[config.mk]
export PLATFORM = sky130hd
export DESIGN_NAME = tdc_event_builder
export DESIGN_NICKNAME = d
export VERILOG_FILES = /design/src/rtl/tdc_event_builder_pkg.sv /design/src/rtl/tdc_sync_fifo.sv /design/src/rtl/tdc_event_builder.sv
export SDC_FILE = /design/constraint.sdc
export NUM_CORES = 2
export LEC_CHECK = 0
export BUFFER_PORTS_ARGS = -buffer_cell sky130_fd_sc_hd__buf_4
export CAP_MARGIN = 20
export CORE_MARGIN = 2
export CORE_UTILIZATION = 50
export CTS_CLUSTER_SIZE = 8
export DETAILED_ROUTE_END_ITERATION = 16
export PLACE_DENSITY_LB_ADDON = 0.12
export SETUP_SLACK_MARGIN = 0.15
export SYNTH_ARGS = -nofsm -noshare
export SYNTH_HDL_FRONTEND = slang
export SYNTH_SLANG_ARGS = --single-unit
export TNS_END_PERCENT = 10
[constraint.sdc]
create_clock -name clk -period 9.6 [get_ports clk]
set_clock_uncertainty 0.2 [all_clocks]
set_input_delay 0.96 -clock clk [delete_from_list [all_inputs] [get_ports clk]]
set_output_delay 0.96 -clock clk [all_outputs]
set_load 0.01 [all_outputs]
[src/rtl/tdc_event_builder_pkg.sv]
// Shared constants, result-word layout and FSM encoding for the TDC event builder.
package tdc_event_builder_pkg;

    localparam int TDC_BINS_PER_CLK = 200;
    localparam int RANGE_ERR_BIT    = 63;
    localparam int UNDERFLOW_BIT    = 62;
    localparam int INTERVAL_W       = 62;

    typedef enum logic [2:0] {
        S_IDLE    = 3'd0,
        S_ARMED   = 3'd1,
        S_STOPPED = 3'd2,
        S_MUL     = 3'd3,
        S_SUM     = 3'd4,
        S_PUSH    = 3'd5
    } state_e;

    function automatic logic [15:0] sat_inc(input logic [15:0] v);
        return (v == 16'hFFFF) ? v : v + 16'd1;
    endfunction

endpackage

[src/rtl/tdc_sync_fifo.sv]
// First-word fall-through synchronous FIFO; writes on full and reads on empty are ignored.
module tdc_sync_fifo #(
    parameter int DATA_W     = 64,
    parameter int FIFO_DEPTH = 16
) (
    input  logic                          clk,
    input  logic                          reset,
    input  logic                          wr_en,
    input  logic [DATA_W-1:0]             wr_data,
    output logic                          full,
    input  logic                          rd_en,
    output logic [DATA_W-1:0]             rd_data,
    output logic                          empty,
    output logic [$clog2(FIFO_DEPTH):0]   level
);

    localparam int PTR_W = $clog2(FIFO_DEPTH);
    localparam int LVL_W = PTR_W + 1;

    logic [DATA_W-1:0] mem_q [FIFO_DEPTH];
    logic [DATA_W-1:0] mem_d [FIFO_DEPTH];
    logic [PTR_W-1:0]  wr_ptr_q, wr_ptr_d;
    logic [PTR_W-1:0]  rd_ptr_q, rd_ptr_d;
    logic [LVL_W-1:0]  level_q, level_d;
    logic              do_wr;
    logic              do_rd;

    // Full/empty come from the level at cycle start, so a pop never frees room for a same-cycle push.
    assign full  = (level_q == LVL_W'(FIFO_DEPTH));
    assign empty = (level_q == '0);
    assign do_wr = wr_en && !full;
    assign do_rd = rd_en && !empty;

    always_comb begin
        mem_d    = mem_q;
        wr_ptr_d = wr_ptr_q + PTR_W'(do_wr);
        rd_ptr_d = rd_ptr_q + PTR_W'(do_rd);
        level_d  = level_q + LVL_W'(do_wr) - LVL_W'(do_rd);
        if (do_wr) begin
            mem_d[wr_ptr_q] = wr_data;
        end
    end

    always_ff @(posedge clk) begin
        mem_q <= mem_d;
    end

    always_ff @(posedge clk or posedge reset) begin
        if (reset) begin
            wr_ptr_q <= '0;
            rd_ptr_q <= '0;
            level_q  <= '0;
        end else begin
            wr_ptr_q <= wr_ptr_d;
            rd_ptr_q <= rd_ptr_d;
            level_q  <= level_d;
        end
    end

    assign rd_data = empty ? '0 : mem_q[rd_ptr_q];
    assign level   = level_q;

endmodule

[src/rtl/tdc_event_builder.sv]
// Collects start/stop fine bins and the coarse count of one measurement, computes the
// interval in delay-line bins and queues the result word for a valid/ready consumer.
module tdc_event_builder
    import tdc_event_builder_pkg::*;
#(
    parameter int BIN_W        = 8,
    parameter int CNT_W        = 48,
    parameter int BINS_PER_CLK = TDC_BINS_PER_CLK,
    parameter int FIFO_DEPTH   = 16,
    parameter int DATA_W       = 64
) (
    input  logic                          clk,
    input  logic                          reset,
    input  logic                          start_valid,
    input  logic [BIN_W-1:0]              bin_start,
    input  logic                          stop_valid,
    input  logic [BIN_W-1:0]              bin_stop,
    input  logic                          count_done,
    input  logic [CNT_W-1:0]              count,
    output logic                          m_valid,
    input  logic                          m_ready,
    output logic [DATA_W-1:0]             m_data,
    output logic [$clog2(FIFO_DEPTH):0]   fifo_level,
    output logic [15:0]                   drop_cnt,
    output logic [15:0]                   abort_cnt,
    output state_e                        dbg_state
);

    // Handshake: the head word transfers on a cycle where m_valid && m_ready; m_data holds until then.
    localparam int PROD_W = CNT_W + 8;
    localparam int SUM_W  = INTERVAL_W + 1;

    state_e                state_q, state_d;
    logic [BIN_W-1:0]      bin_start_q, bin_start_d;
    logic [BIN_W-1:0]      bin_stop_q, bin_stop_d;
    logic [CNT_W-1:0]      count_q, count_d;
    logic [INTERVAL_W-1:0] prod_q, prod_d;
    logic [DATA_W-1:0]     result_q, result_d;
    logic [15:0]           drop_q, drop_d;
    logic [15:0]           abort_q, abort_d;

    logic [PROD_W-1:0]     prod_full;
    logic [SUM_W-1:0]      sum_ext;
    logic [SUM_W-1:0]      stop_ext;
    logic                  underflow;
    logic                  range_err;
    logic [INTERVAL_W-1:0] interval;
    logic                  wr_en;
    logic                  fifo_full;
    logic                  fifo_empty;

    assign prod_full = PROD_W'(count_q) * PROD_W'(BINS_PER_CLK);
    assign sum_ext   = {1'b0, prod_q} + SUM_W'(bin_start_q);
    assign stop_ext  = SUM_W'(bin_stop_q);
    assign underflow = (sum_ext < stop_ext);
    assign interval  = underflow ? '0 : INTERVAL_W'(sum_ext - stop_ext);
    assign range_err = (32'(bin_start_q) >= 32'(BINS_PER_CLK)) ||
                       (32'(bin_stop_q)  >= 32'(BINS_PER_CLK));

    always_comb begin
        state_d     = state_q;
        bin_start_d = bin_start_q;
        bin_stop_d  = bin_stop_q;
        count_d     = count_q;
        prod_d      = prod_q;
        result_d    = result_q;
        drop_d      = drop_q;
        abort_d     = abort_q;
        wr_en       = 1'b0;
        case (state_q)
            S_IDLE: begin
                if (start_valid) begin
                    bin_start_d = bin_start;
                    state_d     = S_ARMED;
                end
            end
            S_ARMED: begin
                // A stop wins over count_done; a start in the same cycle as a stop is kept.
                if (stop_valid) begin
                    if (start_valid) begin
                        bin_start_d = bin_start;
                    end
                    bin_stop_d = bin_stop;
                    state_d    = S_STOPPED;
                end else if (count_done) begin
                    abort_d = sat_inc(abort_q);
                    state_d = S_IDLE;
                end else if (start_valid) begin
                    bin_start_d = bin_start;
                end
            end
            S_STOPPED: begin
                if (count_done) begin
                    count_d = count;
                    state_d = S_MUL;
                end
            end
            S_MUL: begin
                prod_d  = INTERVAL_W'(prod_full);
                state_d = S_SUM;
            end
            S_SUM: begin
                result_d                   = '0;
                result_d[RANGE_ERR_BIT]    = range_err;
                result_d[UNDERFLOW_BIT]    = underflow;
                result_d[INTERVAL_W-1:0]   = interval;
                state_d                    = S_PUSH;
            end
            S_PUSH: begin
                if (!fifo_full) begin
                    wr_en = 1'b1;
                end else begin
                    drop_d = sat_inc(drop_q);
                end
                state_d = S_IDLE;
            end
            default: state_d = S_IDLE;
        endcase
    end

    always_ff @(posedge clk or posedge reset) begin
        if (reset) begin
            state_q     <= S_IDLE;
            bin_start_q <= '0;
            bin_stop_q  <= '0;
            count_q     <= '0;
            prod_q      <= '0;
            result_q    <= '0;
            drop_q      <= '0;
            abort_q     <= '0;
        end else begin
            state_q     <= state_d;
            bin_start_q <= bin_start_d;
            bin_stop_q  <= bin_stop_d;
            count_q     <= count_d;
            prod_q      <= prod_d;
            result_q    <= result_d;
            drop_q      <= drop_d;
            abort_q     <= abort_d;
        end
    end

    tdc_sync_fifo #(
        .DATA_W     (DATA_W),
        .FIFO_DEPTH (FIFO_DEPTH)
    ) u_fifo (
        .clk     (clk),
        .reset   (reset),
        .wr_en   (wr_en),
        .wr_data (result_q),
        .full    (fifo_full),
        .rd_en   (m_ready),
        .rd_data (m_data),
        .empty   (fifo_empty),
        .level   (fifo_level)
    );

    assign m_valid   = !fifo_empty;
    assign drop_cnt  = drop_q;
    assign abort_cnt = abort_q;
    assign dbg_state = state_q;

endmodule
==> key figures <==
Clock network
  – Clock transition at path regs: 50 ps
  – CTS H-tree depth: 4
  – Clk sinks: 1185
  – Post-CTS Hold Buffers: 0
  – Post-CTS setup buffers: 0
  – CTS max path bufs: 3
  – Worst skew pair latency: 750 ps
  – Post-cts sizing count: 0
  – Num CTS Buffers: 167
  – CTS tree: done
  – Clock root cell: clkbuf_16

Min path
  – Worst min path class: input pin to async pin

Global routing
  – Vias in the first global route: 31.1k
  – First-pass GRT wire length: 186000 um
  – Grt ovf: 0
  – Largest net degree at the start of global routing: 106
  – Initial antenna violation count: 5
  – GRT Util Overall: 22.3%

Finish
  – Diode count: 0
  – Commonest non-fill, non-tap cell in the layout: edfxtp_1
  – Multi-input logic area: 17800 um^2
  – Layout cells sized above 1: 21.3%
  – Most frequent cells in the layout: edfxtp_1 (960), mux4_2 (300), nand2_1 (230)
  – Storage element area: 34500 um^2
  – Final net count: 3877
  – Fillcell total: 8191
  – Final Non-Filler Cells: 5050
  – Area growth, synth to finish: 14.2%

Critical path
  – Worst R2R Path Depth: 17
  – CP max FO: 28
  – Worst EP required: 10020 ps
  – Worst reg2reg setup slack: 3710 ps
  – CP Capture Type: register
  – CP Launch Type: register
  – Crit path kind: register to register
  – Critical R2R Launch: bin_start_q[3]
  – Worst r2r dst: result_q[51]
  – Crit path arrival time: 6310 ps

Synthesis
  – Leading area contributor after synthesis: edfxtp_1
  – Sequential area share after synthesis: 64.3%
  – Compound-gate portion of the synthesized area: 4.73%
  – Number of synthesized register bits: 1185
  – Avg Cell Area, Syn: 16.0 um^2
  – Distinct cells, synth: 84
  – Largest family of logic cells by synthesized area: multiplexers
  – Post-synthesis adder-cell area fraction: 5.78%
  – Synth area leaders: edfxtp_1 (54%), mux4_2 (13%), dfrtp_1 (11%), ha_1 (4.1%), fa_1 (1.7%)
  – Ys async rst share: 19.0%
  – Post-Synthesis Net Count: 3645
  – Synthesized area: 53600 um^2
  – Mux cell area share after synthesis: 13.1%
  – Synth Area in Simple Gates: 6.46%
  – EDFF count, synth: 960
  – Most used DFF post-synth: edfxtp_1
  – Post-synthesis xor/xnor area fraction: 2.79%
  – Top-area cell type share of the netlist area: 53.8%
  – Instance count of the mapped netlist: 3355
  – Yosys warning count: 0

Route
  – Met3 wire length: 6620 um
  – Routed length per instance: 24.0 um
  – Drt pass-1 iters: 5
  – DRT met1 WL: 51400 um
  – Routed Wire Length: 121000 um
  – Top routing layer used: met4
  – WL met2: 59800 um
  – Routed vias/inst: 5.89
  – Remaining DRCs: 0
  – Iteration-0 DRC Markers: 2604
  – ANT nets after route: 0
  – Vias: 29.8k

Run
  – Max Cap Violations: 0

Timing
  – Final Cycle Share: 61.4%
  – Shortest period the worst path allows: 5890 ps
  – Final Hold Viols: 0
  – Worst slew pin tran: 1100 ps
  – Worst slew margin: 26.6%
  – Slew Limit Fails: 0
  – WHS: 139 ps
  – RSZ-0062 raised after global routing: false
  – Total Neg Setup Slack: 0 ps
  – Setup violators final: 0
  – Fmax: 170 MHz

Place
  – Final GP Congestion: 0.861
  – Placed Instances: 4819
  – Hpwl dp: 71400 um
  – Port Buffers: 174

Floorplan
  – Die area: 110000 um^2
  – Num rows: 120
  – Die Ht: 331 um
  – CORE AREA: 107000 um^2
  – Ports: 175
  – Starting Density: 50.2%
  – Die Span X: 331 um

Pwr
  – Leak: 22.4 nW
  – Overall Power: 23.6 mW
  – Power per Cell Area: 386 nW/um^2
  – Max IR drop VDD: 0.249 mV

Run status
  – Status: finished clean
-- power breakdown --
part	switching [mW]	leakage [nW]	internal, mW
Clock	2.02	2.26	3.24
Sequential	1.13	11.5	6.51
Combinational	5.79	8.57	4.92
Total	8.95	22.4	14.7
-- synthesized netlist by cell type, drive strengths merged (5+ instances only) --
cell type and number:
a21oi 75, buf 52, nor2 95, nand4 36, inv 229, o21a 7
or3 10, or4 11, a21o 28, o311ai 6, or2 7, xor2 70
a22o 19, mux2 22, mux4 300, nor3b 6, a211oi 13, a31oi 18
o2111ai 5, o21ai 141, and2 78, and3 33, and4 14, dfrtp 225
nor2b 16, clkbuf 105, nor3 29, nor4b 6, fa 46, nor4 14
o21bai 13, o31ai 33, nand2b 11, nand2 231, xnor2 101, nand3 61
ha 174, edfxtp 960
-- sequential cells by signal, summed over array words and instances (netlist names) --
name / count
dbg_state: 3
abort_cnt: 16
u_fifo.wr_ptr_q: 4
u_fifo.rd_ptr_q: 4
u_fifo.level: 5
bin_start_q: 8
bin_stop_q: 8
drop_cnt: 16
u_fifo.mem_q: 960
result_q: 60
prod_q: 53
count_q: 48
-- through the flow --
stage	util, %	setup slack (ps)	area [um^2]
final	57.3	3710	61200
after floorplan	-	2280	53600
after global routing	57.3	3300	61200
after detailed placement	52.9	3700	56500
after global placement	52.9	3830	56500
after CTS	57.3	3620	61100
-- metal layers --
layer / vias up / track usage, %
met5: - / 0
met1: 15300 / 30.5
met2: 933 / 37.2
met3: 204 / 3.37
li1: 13300 / -
met4: 0 / 7.26
-- final cells by class --
cell class | instances | area share, %
Sequential cell | 1185 | 56.3
Multi-Input combinational cell | 1784 | 29.0
Clock buffer | 221 | 7.43
Tap cell | 1403 | 2.87
Timing Repair Buffer | 220 | 2.77
Inverter | 229 | 1.42
Clock inverter | 8 | 0.170
-- worst max-delay path, stage by stage, from the launching register on --
cell and delay, ps:
dfrtp_1 390, ha_1 260, fa_1 450, a21oi_1 220, o21bai_1 100, xor2_1 150
ha_1 250, or4_1 410, a21oi_1 150, nor3_1 110, a211oi_1 500, o2111ai_1 390
nor3_2 450, nand4bb_1 460, nor3_4 390, buf_4 350, nor2_2 220, a32o_1 310
-- worst max path at each step --
stage               cells after the start           end               start  slack, ps
CTS                                     6    m_data[24]  u_fifo.rd_ptr_q[0]       3620
global placement                       17  result_q[51]      bin_start_q[3]       3830
finish                                 17  result_q[51]      bin_start_q[3]       3710
floorplan                               1  abort_cnt[0]               reset       2280
detailed placement                     17  result_q[51]      bin_start_q[3]       3700
global route                           17  result_q[51]      bin_start_q[3]       3300
-- cell families after synthesis --
logic type | Yosys count
DFF | 1185
adders and majority gates | 220
muxes | 325
AOI/OAI and AO/OA | 397
xor gates and xnor gates | 171
buffers and inverters | 386
and+or+nand+nor | 671
(Power assumes the default switching activity.)
